`config.mk`:
```
export PLATFORM = sky130hd
export DESIGN_NAME = xy_output_arbiter
export DESIGN_NICKNAME = d
export VERILOG_FILES = /design/src/rtl/xy_output_arbiter.sv
export SDC_FILE = /design/constraint.sdc
export NUM_CORES = 1
export LEC_CHECK = 0
export CORE_AREA = 2 2 68 103
export CTS_CLUSTER_SIZE = 12
export DETAILED_ROUTE_END_ITERATION = 10
export DIE_AREA = 0 0 70 105
export PLACE_DENSITY = 0.89
export SYNTH_ARGS = -nofsm -noshare
export SYNTH_HDL_FRONTEND = slang
export SYNTH_SLANG_ARGS = --single-unit
```
`constraint.sdc`:
```
create_clock -name clk -period 5.81 [get_ports clk]
set_input_delay 0.581 -clock clk [delete_from_list [all_inputs] [get_ports clk]]
set_output_delay 0.581 -clock clk [all_outputs]
set_load 0.02 [all_outputs]
```
`src/rtl/xy_output_arbiter.sv`:
```
// xy_output_arbiter: one router output port. Computes the XY route of the
// five input-buffer head flits, round-robin arbitrates among the heads routed
// to OUT_DIR, pops the winner and drives a registered flit downstream under
// credit-based flow control.
//
// Optional feature: define XY_ARB_STATS_EN to build the saturating stall
// counter; otherwise stall_cnt_o is tied to zero.
//
// Ports:
//   clk           clock, all state on rising edge
//   rst           synchronous active-high reset
//   head_flit_i   head flits {L,W,E,S,N}, 16 bits each, N in [15:0]
//   head_valid_i  head valids {L,W,E,S,N}
//   credit_i      downstream freed one slot this cycle
//   pop_req_o     one-hot pop to the winning input buffer (combinational)
//   grant_o       registered copy of last cycle's pop
//   out_flit_o    registered output flit
//   out_valid_o   out_flit_o valid this cycle
//   credit_cnt_o  current credit count
//   credit_err_o  sticky credit overflow flag
//   stall_cnt_o   cycles with pending requests but no credit (saturating)
module xy_output_arbiter #(
    parameter int unsigned OUT_DIR = 0,
    parameter int unsigned MY_X    = 0,
    parameter int unsigned MY_Y    = 0,
    parameter int unsigned CREDITS = 4
) (
    input  logic        clk,
    input  logic        rst,
    input  logic [79:0] head_flit_i,
    input  logic [4:0]  head_valid_i,
    input  logic        credit_i,
    output logic [4:0]  pop_req_o,
    output logic [4:0]  grant_o,
    output logic [15:0] out_flit_o,
    output logic        out_valid_o,
    output logic [2:0]  credit_cnt_o,
    output logic        credit_err_o,
    output logic [15:0] stall_cnt_o
);

    localparam int unsigned NUM_PORTS = 5;
    localparam int unsigned FLIT_W    = 16;
    localparam int unsigned CNT_W     = 3;
    localparam int unsigned STALL_W   = 16;
    localparam int unsigned PTR_W     = 3;

    localparam logic [PTR_W-1:0] DIR_N = 3'd0;
    localparam logic [PTR_W-1:0] DIR_S = 3'd1;
    localparam logic [PTR_W-1:0] DIR_E = 3'd2;
    localparam logic [PTR_W-1:0] DIR_W = 3'd3;
    localparam logic [PTR_W-1:0] DIR_L = 3'd4;

    localparam logic [CNT_W-1:0] CRED_MAX = CNT_W'(CREDITS);
    localparam logic [PTR_W-1:0] OUT_SEL  = PTR_W'(OUT_DIR);

    // XY dimension-order route of one flit
    function automatic logic [PTR_W-1:0] route_dir(input logic [FLIT_W-1:0] flit);
        logic [1:0] dx;
        logic [1:0] dy;
        dx = flit[15:14];
        dy = flit[13:12];
        if (dx > 2'(MY_X))      route_dir = DIR_E;
        else if (dx < 2'(MY_X)) route_dir = DIR_W;
        else if (dy > 2'(MY_Y)) route_dir = DIR_N;
        else if (dy < 2'(MY_Y)) route_dir = DIR_S;
        else                    route_dir = DIR_L;
    endfunction

    logic [FLIT_W-1:0]  heads [NUM_PORTS];
    logic [4:0]         req;
    logic               win_found;
    logic [PTR_W-1:0]   win_idx;
    logic [3:0]         cand;
    logic               send;
    logic [4:0]         win_onehot;

    logic [PTR_W-1:0]   rr_ptr_q,     rr_ptr_d;
    logic [FLIT_W-1:0]  out_flit_q,   out_flit_d;
    logic               out_valid_q,  out_valid_d;
    logic [4:0]         grant_q,      grant_d;
    logic [CNT_W-1:0]   credit_cnt_q, credit_cnt_d;
    logic               credit_err_q, credit_err_d;

    // Per-lane requests; a lane never routes back out of its own direction
    always_comb begin
        req = '0;
        for (int i = 0; i < NUM_PORTS; i++) begin
            heads[i] = head_flit_i[i*FLIT_W +: FLIT_W];
            req[i]   = head_valid_i[i] && (route_dir(heads[i]) == OUT_SEL)
                       && (PTR_W'(i) != OUT_SEL);
        end
    end

    // Round-robin pick: first request strictly after rr_ptr_q, wrapping mod 5
    always_comb begin
        win_found = 1'b0;
        win_idx   = '0;
        cand      = '0;
        for (int k = 1; k <= NUM_PORTS; k++) begin
            cand = 4'(rr_ptr_q) + 4'(k);
            if (cand >= 4'(NUM_PORTS)) cand = cand - 4'(NUM_PORTS);
            if (!win_found && req[PTR_W'(cand)]) begin
                win_found = 1'b1;
                win_idx   = PTR_W'(cand);
            end
        end
    end

    assign send       = win_found && (credit_cnt_q != '0) && !rst;
    assign win_onehot = 5'(1) << win_idx;
    assign pop_req_o  = send ? win_onehot : 5'b0;

    // Next-state for output register, pointer and credit tracking
    always_comb begin
        rr_ptr_d     = rr_ptr_q;
        out_flit_d   = out_flit_q;
        out_valid_d  = 1'b0;
        grant_d      = '0;
        credit_cnt_d = credit_cnt_q;
        credit_err_d = credit_err_q;

        if (send) begin
            rr_ptr_d    = win_idx;
            out_flit_d  = heads[win_idx];
            out_valid_d = 1'b1;
            grant_d     = win_onehot;
        end

        // A returned credit with every downstream slot already free is an overflow
        if (credit_i && (credit_cnt_q == CRED_MAX)) credit_err_d = 1'b1;

        if (send && !credit_i) begin
            credit_cnt_d = credit_cnt_q - CNT_W'(1);
        end else if (!send && credit_i && (credit_cnt_q != CRED_MAX)) begin
            credit_cnt_d = credit_cnt_q + CNT_W'(1);
        end
    end

    always_ff @(posedge clk) begin
        if (rst) begin
            rr_ptr_q     <= DIR_L;
            out_flit_q   <= '0;
            out_valid_q  <= 1'b0;
            grant_q      <= '0;
            credit_cnt_q <= CRED_MAX;
            credit_err_q <= 1'b0;
        end else begin
            rr_ptr_q     <= rr_ptr_d;
            out_flit_q   <= out_flit_d;
            out_valid_q  <= out_valid_d;
            grant_q      <= grant_d;
            credit_cnt_q <= credit_cnt_d;
            credit_err_q <= credit_err_d;
        end
    end

    assign out_flit_o   = out_flit_q;
    assign out_valid_o  = out_valid_q;
    assign grant_o      = grant_q;
    assign credit_cnt_o = credit_cnt_q;
    assign credit_err_o = credit_err_q;

`ifdef XY_ARB_STATS_EN
    logic [STALL_W-1:0] stall_cnt_q, stall_cnt_d;

    // Count cycles where traffic is waiting only for credit
    always_comb begin
        stall_cnt_d = stall_cnt_q;
        if ((|req) && (credit_cnt_q == '0) && (stall_cnt_q != {STALL_W{1'b1}}))
            stall_cnt_d = stall_cnt_q + STALL_W'(1);
    end

    always_ff @(posedge clk) begin
        if (rst) stall_cnt_q <= '0;
        else     stall_cnt_q <= stall_cnt_d;
    end

    assign stall_cnt_o = stall_cnt_q;
`else
    assign stall_cnt_o = 16'h0;
`endif

endmodule

```
==> results.sh, run 1 <==
export IMPL_track_usage=0.243
export IMPL_seqPwrFrac=0.130
export IMPL_synth_area_leaders="dfxtp_1 20%, mux2i_1 10%, nor3_1 5.7%"
export IMPL_synth_edf_count=0
export IMPL_finalSetupViolCount=0
export IMPL_grt_max_degree=33
export IMPL_cp_max_fo=15
export IMPL_finClkSkew_ns=0.0105
export IMPL_drt_initial_drc_count=238
export IMPL_maxCapViolations=0
export IMPL_layout_nets=539
export IMPL_start_util=0.454
export IMPL_grt_pass1_wl_mm=14.5
export IMPL_drc=0
export IMPL_drive_above_1_share=0.125
export IMPL_yosysUniqueCellTypes=73
export IMPL_postCtsSetupBuffers=0
export IMPL_seq_area_frac_synth=0.200
export IMPL_antenna_found_initial=0
export IMPL_final_area_sq_mm=0.00396
export IMPL_tightest_slew_ns=0.790
export IMPL_setup_tns_ns=0
export IMPL_rsz0062_at_grt="no"
export IMPL_place_area_sq_mm=0.00388
export IMPL_firstDrtPassIters=5
export IMPL_clock_sinks=29
export IMPL_hold_class="reg2reg"
export IMPL_gp_congestion=0.939
export IMPL_worstPathArrival_ns=4.87
export IMPL_final_max_slew_viol_count=0
export IMPL_status="finished clean"
export IMPL_clk_pin_slew_ns=0.06
export IMPL_clock_root_buffer="clkbuf_8"
export IMPL_clkPwrFrac=0.073
export IMPL_coreArea_sq_mm=0.00640
export IMPL_dp_hpwl_mm=6.78
export IMPL_io_buffers=100
export IMPL_crit_type="reg2out"
export IMPL_vias=3071
export IMPL_ir_drop_mv=0.387
export IMPL_pwr_share_comb=0.797
export IMPL_p_total_mw=2.37
export IMPL_wire_per_inst_microns=17.7
export IMPL_cts_path_max_buffers=2
export IMPL_syn_area_sq_mm=0.00291
export IMPL_cts_tree="yes"
export IMPL_synth_seq_cells=29
export IMPL_cts_hold_buf=0
export IMPL_io_pins=135
export IMPL_synth_top_cell_by_area="dfxtp_1"
export IMPL_worstSetupStartpointType="flop"
export IMPL_intPower_mw=1.12
export IMPL_cp_end_kind="primary output"
export IMPL_grt_pass1_vias=3100
export IMPL_syn_instance_count=353
export IMPL_p_leak_nw=1.58
export IMPL_power_density_mw_per_mm2=598
export IMPL_overflow=0
export IMPL_synth_warning_count=0
export IMPL_period_needed_ns=5.45
export IMPL_switchingPower_mw=1.25
export IMPL_die_h_microns=105
export IMPL_syn_to_final_growth_pct=36.4
export IMPL_timing_fmax_mhz=184
export IMPL_async_reset_ff_frac=0
export IMPL_hold_violations=0
export IMPL_antenna_left=0
export IMPL_finalCritPeriodShare=0.938
export IMPL_cts_buffers_inserted=5
export IMPL_cp_required_ns=5.23
export IMPL_cts_resized_gates=0
export IMPL_wl_mm=9.14
export IMPL_syn_area_per_cell_sq_um=8.23
export IMPL_die_w_microns=70
export IMPL_avgViaCountPerCell=5.94
export IMPL_diodes=0
export IMPL_rows=36
export IMPL_synth_ff_type="dfxtp_1"
export IMPL_htreeDepth=2
export IMPL_slew_headroom=0.472
export IMPL_power_switching_share=0.526
export IMPL_yosys_area_top_type_share=0.200
export IMPL_dieArea_sq_mm=0.00735
export IMPL_worstSkewPairLatency_ns=0.29
-- final cells by class --
type                    count  area, sq um
clock buffers               5         68.8
clock inverters             3         17.5
fillers                   571         2430
inverters                  11         41.3
multi-input cells         287         2110
flip-flops and latches     29          581
well taps                  76         95.1
repair buffers            106         1050
-- flip-flops by register name (all words and copies together), names as in the netlist --
name,count
out_valid_o,1
grant_o,5
credit_cnt_o,3
rr_ptr_q,3
credit_err_o,1
out_flit_o,16
-- cells by family after synthesis --
family / Yosys count / share of synthesized area
simple gates: 127 / 0.243
compound gates: 96 / 0.279
buf+inv: 54 / 0.102
mux: 31 / 0.107
flops: 29 / 0.200
fa+ha+maj: 11 / 0.0525
xor+xnor: 4 / 0.0146
other cells: 1 / 0.00129
-- placed cells by master, fill, tap and decap left out, types with 3 or more instances in the layout --
| cell type | synthesis | routed |
|---|---|---|
| nand4_1 | 3 | 3 |
| and2_1 | 3 | 3 |
| nand2b_1 | 5 | 5 |
| nand3_1 | 10 | 10 |
| or3_1 | 3 | 3 |
| nor2_1 | 22 | 21 |
| buf_4 | 18 | 6 |
| nor3_1 | 33 | 33 |
| inv_1 | 9 | 9 |
| conb_1 | 1 | 18 |
| nor2b_1 | 3 | 3 |
| nand2_1 | 13 | 13 |
| nor4_1 | 3 | 3 |
| o21ai_0 | 9 | 9 |
| a31oi_1 | 3 | 3 |
| o2bb2ai_1 | 10 | 10 |
| a21o_1 | 3 | 3 |
| xnor2_1 | 3 | 3 |
| o211ai_1 | 5 | 5 |
| clkbuf_8 | 0 | 5 |
| or2_2 | 4 | 4 |
| and3b_1 | 3 | 3 |
| mux2i_1 | 30 | 30 |
| o2bb2ai_2 | 5 | 5 |
| o221a_2 | 14 | 14 |
| clkdlybuf4s50_1 | 0 | 100 |
| nor2_2 | 2 | 3 |
| a21oi_1 | 12 | 12 |
| dfxtp_1 | 29 | 29 |
| nor3b_1 | 5 | 5 |
| ha_1 | 9 | 9 |
-- path summary, 6_finish.rpt --
path	start	end	slack (ns)	cells past startpoint
max	rr_ptr_q[0]	pop_req_o[1]	0.36	14
max reg2reg	rr_ptr_q[0]	out_flit_o[8]	1.48	14
min reg2reg	out_flit_o[14]	out_flit_o[14]	0.47	1
min	out_flit_o[14]	out_flit_o[14]	0.47	1
-- per-stage QoR --
stage | worst slack [ns] | utilization | hold WS (ns) | std cells
floorplan | 1.42 | - | 0.556 | 370
global placement | 0.787 | 0.606 | 0.452 | 509
detailed placement | 0.725 | 0.606 | 0.465 | 509
CTS | 0.409 | 0.620 | 0.476 | 517
global route | 0.0984 | 0.620 | 0.505 | 517
finish | 0.361 | 0.620 | 0.474 | 517
-- synth_stat cells (3+ instances only) --
| cell | count |
|---|---|
| a21oi_1 | 12 |
| inv_1 | 9 |
| ha_1 | 9 |
| nand4_1 | 3 |
| buf_4 | 18 |
| or3_1 | 3 |
| nand2_1 | 13 |
| nor2_1 | 22 |
| xnor2_1 | 3 |
| nor4_1 | 3 |
| nand2b_1 | 5 |
| nor3_1 | 33 |
| and2_1 | 3 |
| o2bb2ai_2 | 5 |
| a21o_1 | 3 |
| nand3_1 | 10 |
| nor2b_1 | 3 |
| dfxtp_1 | 29 |
| and3b_1 | 3 |
| a31oi_1 | 3 |
| o2bb2ai_1 | 10 |
| clkbuf_1 | 13 |
| buf_2 | 9 |
| o21ai_0 | 9 |
| o211ai_1 | 5 |
| o221a_2 | 14 |
| nor3b_1 | 5 |
| mux2i_1 | 30 |
| or2_2 | 4 |
-- critical path, stage by stage, from the launching register on --
cell,delay [ns]
dfxtp_1,0.46
inv_2,0.31
ha_1,0.19
inv_1,0.05
fa_1,0.43
a21o_4,0.23
xnor2_2,0.16
or3_1,0.38
a221o_2,0.44
nand2_4,0.12
nor4_4,0.05
or3_1,0.63
or2_1,0.37
nor2_1,0.12
clkdlybuf4s50_1,0.62
-- layer usage --
layer	share of wire	track usage	up-vias	routed length, microns
met3	0.053	0.0395	26	485
met1	0.37	0.252	1459	3400
met2	0.54	0.458	110	4940
met5	0	0	-	0
met4	0.035	0.121	0	322
li1	-	-	1476	-
-- power groups by stage --
stage | Combinational (mW) | Clock, mW | Sequential, mW
floorplan | 1.37 | 0 | 0.345
finish | 1.89 | 0.172 | 0.308
detailed placement | 1.87 | 0 | 0.310
global route | 2.02 | 0.184 | 0.317
global placement | 1.83 | 0 | 0.309
CTS | 1.88 | 0.174 | 0.307
Note: power is estimated with default switching activity, not from simulation.
==> inputs of run 2 (changes only) <==
Settings changed: CORE_AREA 2 2 68 103 to 2 2 84 126, DIE_AREA 0 0 70 105 to 0 0 86 128, PLACE_DENSITY 0.89 to 0.66.
Clock period 5.81 ns to 4.35 ns, I/O delays scaled along.
==> run 2 against run 1 <==
Critical path depth did not move. Non-clock buffer count rose by 18. Setup slack got worse by 0.21 ns. Highest routed layer unchanged. Die area rose by 50%. Critical path type unchanged. Sequential power rose by 25%.
==> results.sh, run 2 (synthesis results as in run 1) <==
export IMPL_io_pins=135
export IMPL_hold_violations=0
export IMPL_cp_required_ns=3.91
export IMPL_layout_nets=557
export IMPL_clock_sinks=29
export IMPL_grt_pass1_vias=3043
export IMPL_tightest_slew_ns=0.594
export IMPL_slowest_delay_ns=0.44
export IMPL_antenna_left=0
export IMPL_drc=0
export IMPL_path_delay_family="compound AO/OA/AOI/OAI gates"
export IMPL_antenna_found_initial=0
export IMPL_dieArea_sq_mm=0.0110
export IMPL_wire_per_inst_microns=15.8
export IMPL_setup_tns_ns=0
export IMPL_dp_hpwl_mm=7.18
export IMPL_wl_met2_mm=4.99
export IMPL_start_util=0.292
export IMPL_track_usage=0.160
export IMPL_io_buffers=100
export IMPL_ir_drop_mv=0.378
export IMPL_met1_length_mm=3.35
export IMPL_diodes=0
export IMPL_syn_to_final_growth_pct=45.6
export IMPL_slew_headroom=0.604
export IMPL_power_density_mw_per_mm2=805
export IMPL_die_h_microns=128
export IMPL_worstSetupStartpointType="flop"
export IMPL_cp_slowest_cell="a221o_2"
export IMPL_met3_length_microns=504
export IMPL_period_needed_ns=4.20
export IMPL_finClkSkew_ns=0.00169
export IMPL_cts_path_max_buffers=2
export IMPL_firstDrtPassIters=4
export IMPL_layout_common_cells="96 x clkdlybuf4s50_1, 33 x nor3_1, 30 x mux2i_1"
export IMPL_cp_max_fo=7
export IMPL_layout_commonest_cell="clkdlybuf4s50_1"
export IMPL_grt_max_degree=33
export IMPL_clock_root_buffer="clkbuf_16"
export IMPL_cp_end_kind="primary output"
export IMPL_htreeDepth=2
export IMPL_vias=3066
export IMPL_path_cells="inv_2 > ha_1 > inv_1 > fa_1 > a21o_4 > xnor2_2 > or3_1 > a221o_2 > and3b_1 > a221o_1 > a21oi_2 > o21ai_1 > nor2_1 > dlygate4sd2_1"
export IMPL_path_buf_inv=3
export IMPL_avgViaCountPerCell=5.32
export IMPL_p_leak_nw=1.72
export IMPL_routed_top_layer="met4"
export IMPL_hold_class="reg2reg"
export IMPL_drive_above_1_share=0.170
export IMPL_wl_mm=9.12
export IMPL_timing_fmax_mhz=238
export IMPL_worstPathArrival_ns=3.77
export IMPL_final_max_slew_viol_count=0
export IMPL_die_w_microns=86
export IMPL_clk_pin_slew_ns=0.05
export IMPL_finalCritPeriodShare=0.966
export IMPL_finalSetupViolCount=0
export IMPL_status="finished clean"
export IMPL_maxCapViolations=0
export IMPL_drt_initial_drc_count=119
export IMPL_cts_tree="yes"
export IMPL_gp_congestion=0.941
export IMPL_grt_pass1_wl_mm=14.1
export IMPL_overflow=0
export IMPL_largest_reg_flops=16
export IMPL_cts_buffers_inserted=5
export IMPL_worstSkewPairLatency_ns=0.27
export IMPL_p_total_mw=3.41
export IMPL_crit_type="reg2out"
export IMPL_rsz0062_at_grt="no"
export IMPL_coreArea_sq_mm=0.00997
export IMPL_rows=45
export IMPL_nFillCells=961
-- run 2: stage by stage --
stage	util	cells	setup WS (ns)	cell area [sq um]	hold WS [ns]
global route	0.424	576	0.00791	4230	0.489
CTS	0.423	576	0.113	4220	0.473
global placement	0.408	568	0.187	4060	0.461
detailed placement	0.408	568	0.109	4060	0.463
floorplan	-	370	0.106	2970	0.556
finish	0.424	576	0.147	4230	0.469
-- run 2: layer usage --
metal / global-route usage / vias to the layer above
met5: 0 / -
met1: 0.157 / 1413
met2: 0.316 / 115
met4: 0.0738 / 0
met3: 0.0283 / 23
li1: - / 1515
-- run 2: layout make-up --
type,instances,area [sq um],area share
inverters,11,41.3,0.00976
clock buffers,7,153,0.0361
repair buffers,124,1170,0.277
flip-flops and latches,29,581,0.137
clock inverters,1,5.00,0.00118
multi-input cells,287,2130,0.504
well taps,117,146,0.0346
-- run 2: what timing repair did --
action	4_1_cts	5_1_grt
hold endpoints to repair	0	0
gates resized for setup	5	8
gates cloned	0	0
setup endpoints to repair	4	4
hold buffers	0	0
buffers inserted	0	0
-- run 2: path summary, 6_finish.rpt --
kind              slack [ns]           start  depth (start not counted)              end
hold reg to reg         0.47  out_flit_o[15]                          1   out_flit_o[15]
setup / recovery        0.15     rr_ptr_q[0]                         14     pop_req_o[4]
setup reg to reg        0.64     rr_ptr_q[0]                         15  credit_cnt_o[2]
hold / removal          0.47  out_flit_o[15]                          1   out_flit_o[15]
-- run 2: power breakdown --
group          internal [mW]  total, mW  switching [mW]
registers              0.344      0.386          0.0419
logic                   1.14       2.66            1.52
clock network          0.242      0.357           0.116
==> inputs of run 3 (changes only) <==
Settings changed: REMOVE_ABC_BUFFERS from default to 1.
==> run 3 against run 2 <==
The flow now finishes with violations (DRC). Critical path type unchanged. Clock power increased by 1%. Cell area down 0.38%. Cell count shrank 0.35%. Register-to-register slack lost 0.02 ns. Critical endpoint is now pop_req_o[3]. Non-clock buffer count down 2. Count of clock-buffer cells in the layout unchanged. Combinational power hardly changed. Via count decreased by 0.29%.
==> results.sh, run 3 (synthesis results as in run 1) <==
export IMPL_status="finished with violations"
export IMPL_violations="DRC"
export IMPL_grt_pass1_vias=2981
export IMPL_grt_max_degree=33
export IMPL_largest_reg_flops=16
export IMPL_cts_tree="yes"
export IMPL_worstSetupStartpointType="flop"
export IMPL_worstPathArrival_ns=3.71
export IMPL_final_max_slew_viol_count=0
export IMPL_cp_required_ns=3.91
export IMPL_clk_pin_slew_ns=0.05
export IMPL_drt_initial_drc_count=134
export IMPL_vias=3057
export IMPL_dp_hpwl_mm=7.03
export IMPL_overflow=0
export IMPL_grt_pass1_wl_mm=14.1
export IMPL_tightest_slew_ns=0.586
export IMPL_dp_slack_ns=0.105
export IMPL_antenna_left=0
export IMPL_fin_ws_ns=0.200
export IMPL_placed_cells=566
export IMPL_slew_headroom=0.606
export IMPL_postCtsSetupBuffers=0
export IMPL_rows=45
export IMPL_diodes=0
export IMPL_path_cells="ha_1 > inv_1 > fa_1 > a21o_4 > xnor2_2 > or3_1 > a221o_2 > nand2_4 > nor4_4 > or3_1 > or2_1 > nor2_2 > clkdlybuf4s15_1"
export IMPL_maxCapViolations=0
export IMPL_fin_util=0.423
export IMPL_crit_top_cell="or3_1"
export IMPL_slowest_delay_ns=0.45
export IMPL_start_util=0.292
export IMPL_gp_congestion=0.898
export IMPL_track_usage=0.158
export IMPL_syn_to_final_growth_pct=45.0
export IMPL_die_w_microns=86
export IMPL_power_density_mw_per_mm2=811
export IMPL_layout_common_cells="96 x clkdlybuf4s50_1, 33 x nor3_1, 30 x mux2i_1"
export IMPL_cts_hold_buf=0
export IMPL_cts_buffers_inserted=5
export IMPL_place_area_sq_mm=0.00405
export IMPL_finalSetupViolCount=0
export IMPL_period_needed_ns=4.15
export IMPL_avgViaCountPerCell=5.33
export IMPL_clock_sinks=29
export IMPL_hold_violations=0
export IMPL_wl_mm=8.98
export IMPL_timing_hold_ws_ns=0.471
export IMPL_crit_type="reg2out"
export IMPL_cp_slowest_cell="a221o_2"
export IMPL_clock_root_buffer="clkbuf_16"
export IMPL_p_leak_nw=1.71
export IMPL_final_area_sq_mm=0.00421
export IMPL_worstSkewPairLatency_ns=0.27
export IMPL_timing_fmax_mhz=241
export IMPL_ir_drop_mv=0.370
export IMPL_firstDrtPassIters=7
export IMPL_coreArea_sq_mm=0.00997
export IMPL_htreeDepth=2
export IMPL_drive_above_1_share=0.164
export IMPL_io_pins=135
export IMPL_antenna_found_initial=0
export IMPL_setup_tns_ns=0
export IMPL_rrSetupSlack_ns=0.62
export IMPL_io_buffers=100
export IMPL_die_h_microns=128
export IMPL_layout_nets=555
export IMPL_cp_max_fo=7
export IMPL_cts_resized_gates=4
export IMPL_stdcell_count=574
export IMPL_cts_path_max_buffers=2
export IMPL_finClkSkew_ns=0.00240
export IMPL_drc=1
export IMPL_rsz0062_at_grt="no"
export IMPL_cp_end_kind="primary output"
export IMPL_finalCritPeriodShare=0.954
export IMPL_wire_per_inst_microns=15.6
export IMPL_hold_class="reg2reg"
export IMPL_layout_commonest_cell="clkdlybuf4s50_1"
export IMPL_p_total_mw=3.42
export IMPL_dieArea_sq_mm=0.0110
-- run 3: where the power goes --
group          internal [mW]  total (mW)  switching [mW]  leakage [nW]
clock network          0.242       0.361           0.120        0.0799
logic                   1.16        2.66            1.51          1.39
registers              0.345       0.390          0.0451         0.239
-- run 3: layer usage --
metal | vias up | track usage | part of all wire
li1 | 1504 | - | -
met1 | 1407 | 0.159 | 0.37
met2 | 127 | 0.302 | 0.52
met3 | 19 | 0.0270 | 0.071
met4 | 0 | 0.0840 | 0.035
met5 | - | 0 | 0
-- run 3: layout make-up --
type / count / area, sq um
clock buffer: 7 / 153
clock inverter: 1 / 5.00
fill: 986 / 5750
inverter: 11 / 41.3
multi-input combinational: 287 / 2120
sequential: 29 / 582
tap: 117 / 146
timing repair buffer: 122 / 1170
-- run 3: path summary, 6_finish.rpt --
check / to / cells past startpoint / startpoint
setup / recovery: pop_req_o[3] / 13 / rr_ptr_q[1]
hold / removal: out_flit_o[14] / 1 / out_flit_o[14]
setup reg to reg: out_flit_o[11] / 14 / rr_ptr_q[0]
hold reg to reg: out_flit_o[14] / 1 / out_flit_o[14]
-- run 3: worst max-delay path, delay by kind of cell, from the launching register on --
kind                     cells  cell delay [ns]
AND/OR/NAND/NOR              6             1.30
AO/OA/AOI/OAI                2             0.68
adder cells (fa/ha/maj)      2             0.57
flip-flops                   1             0.38
buffers and inverters        2             0.36
XOR/XNOR                     1             0.13
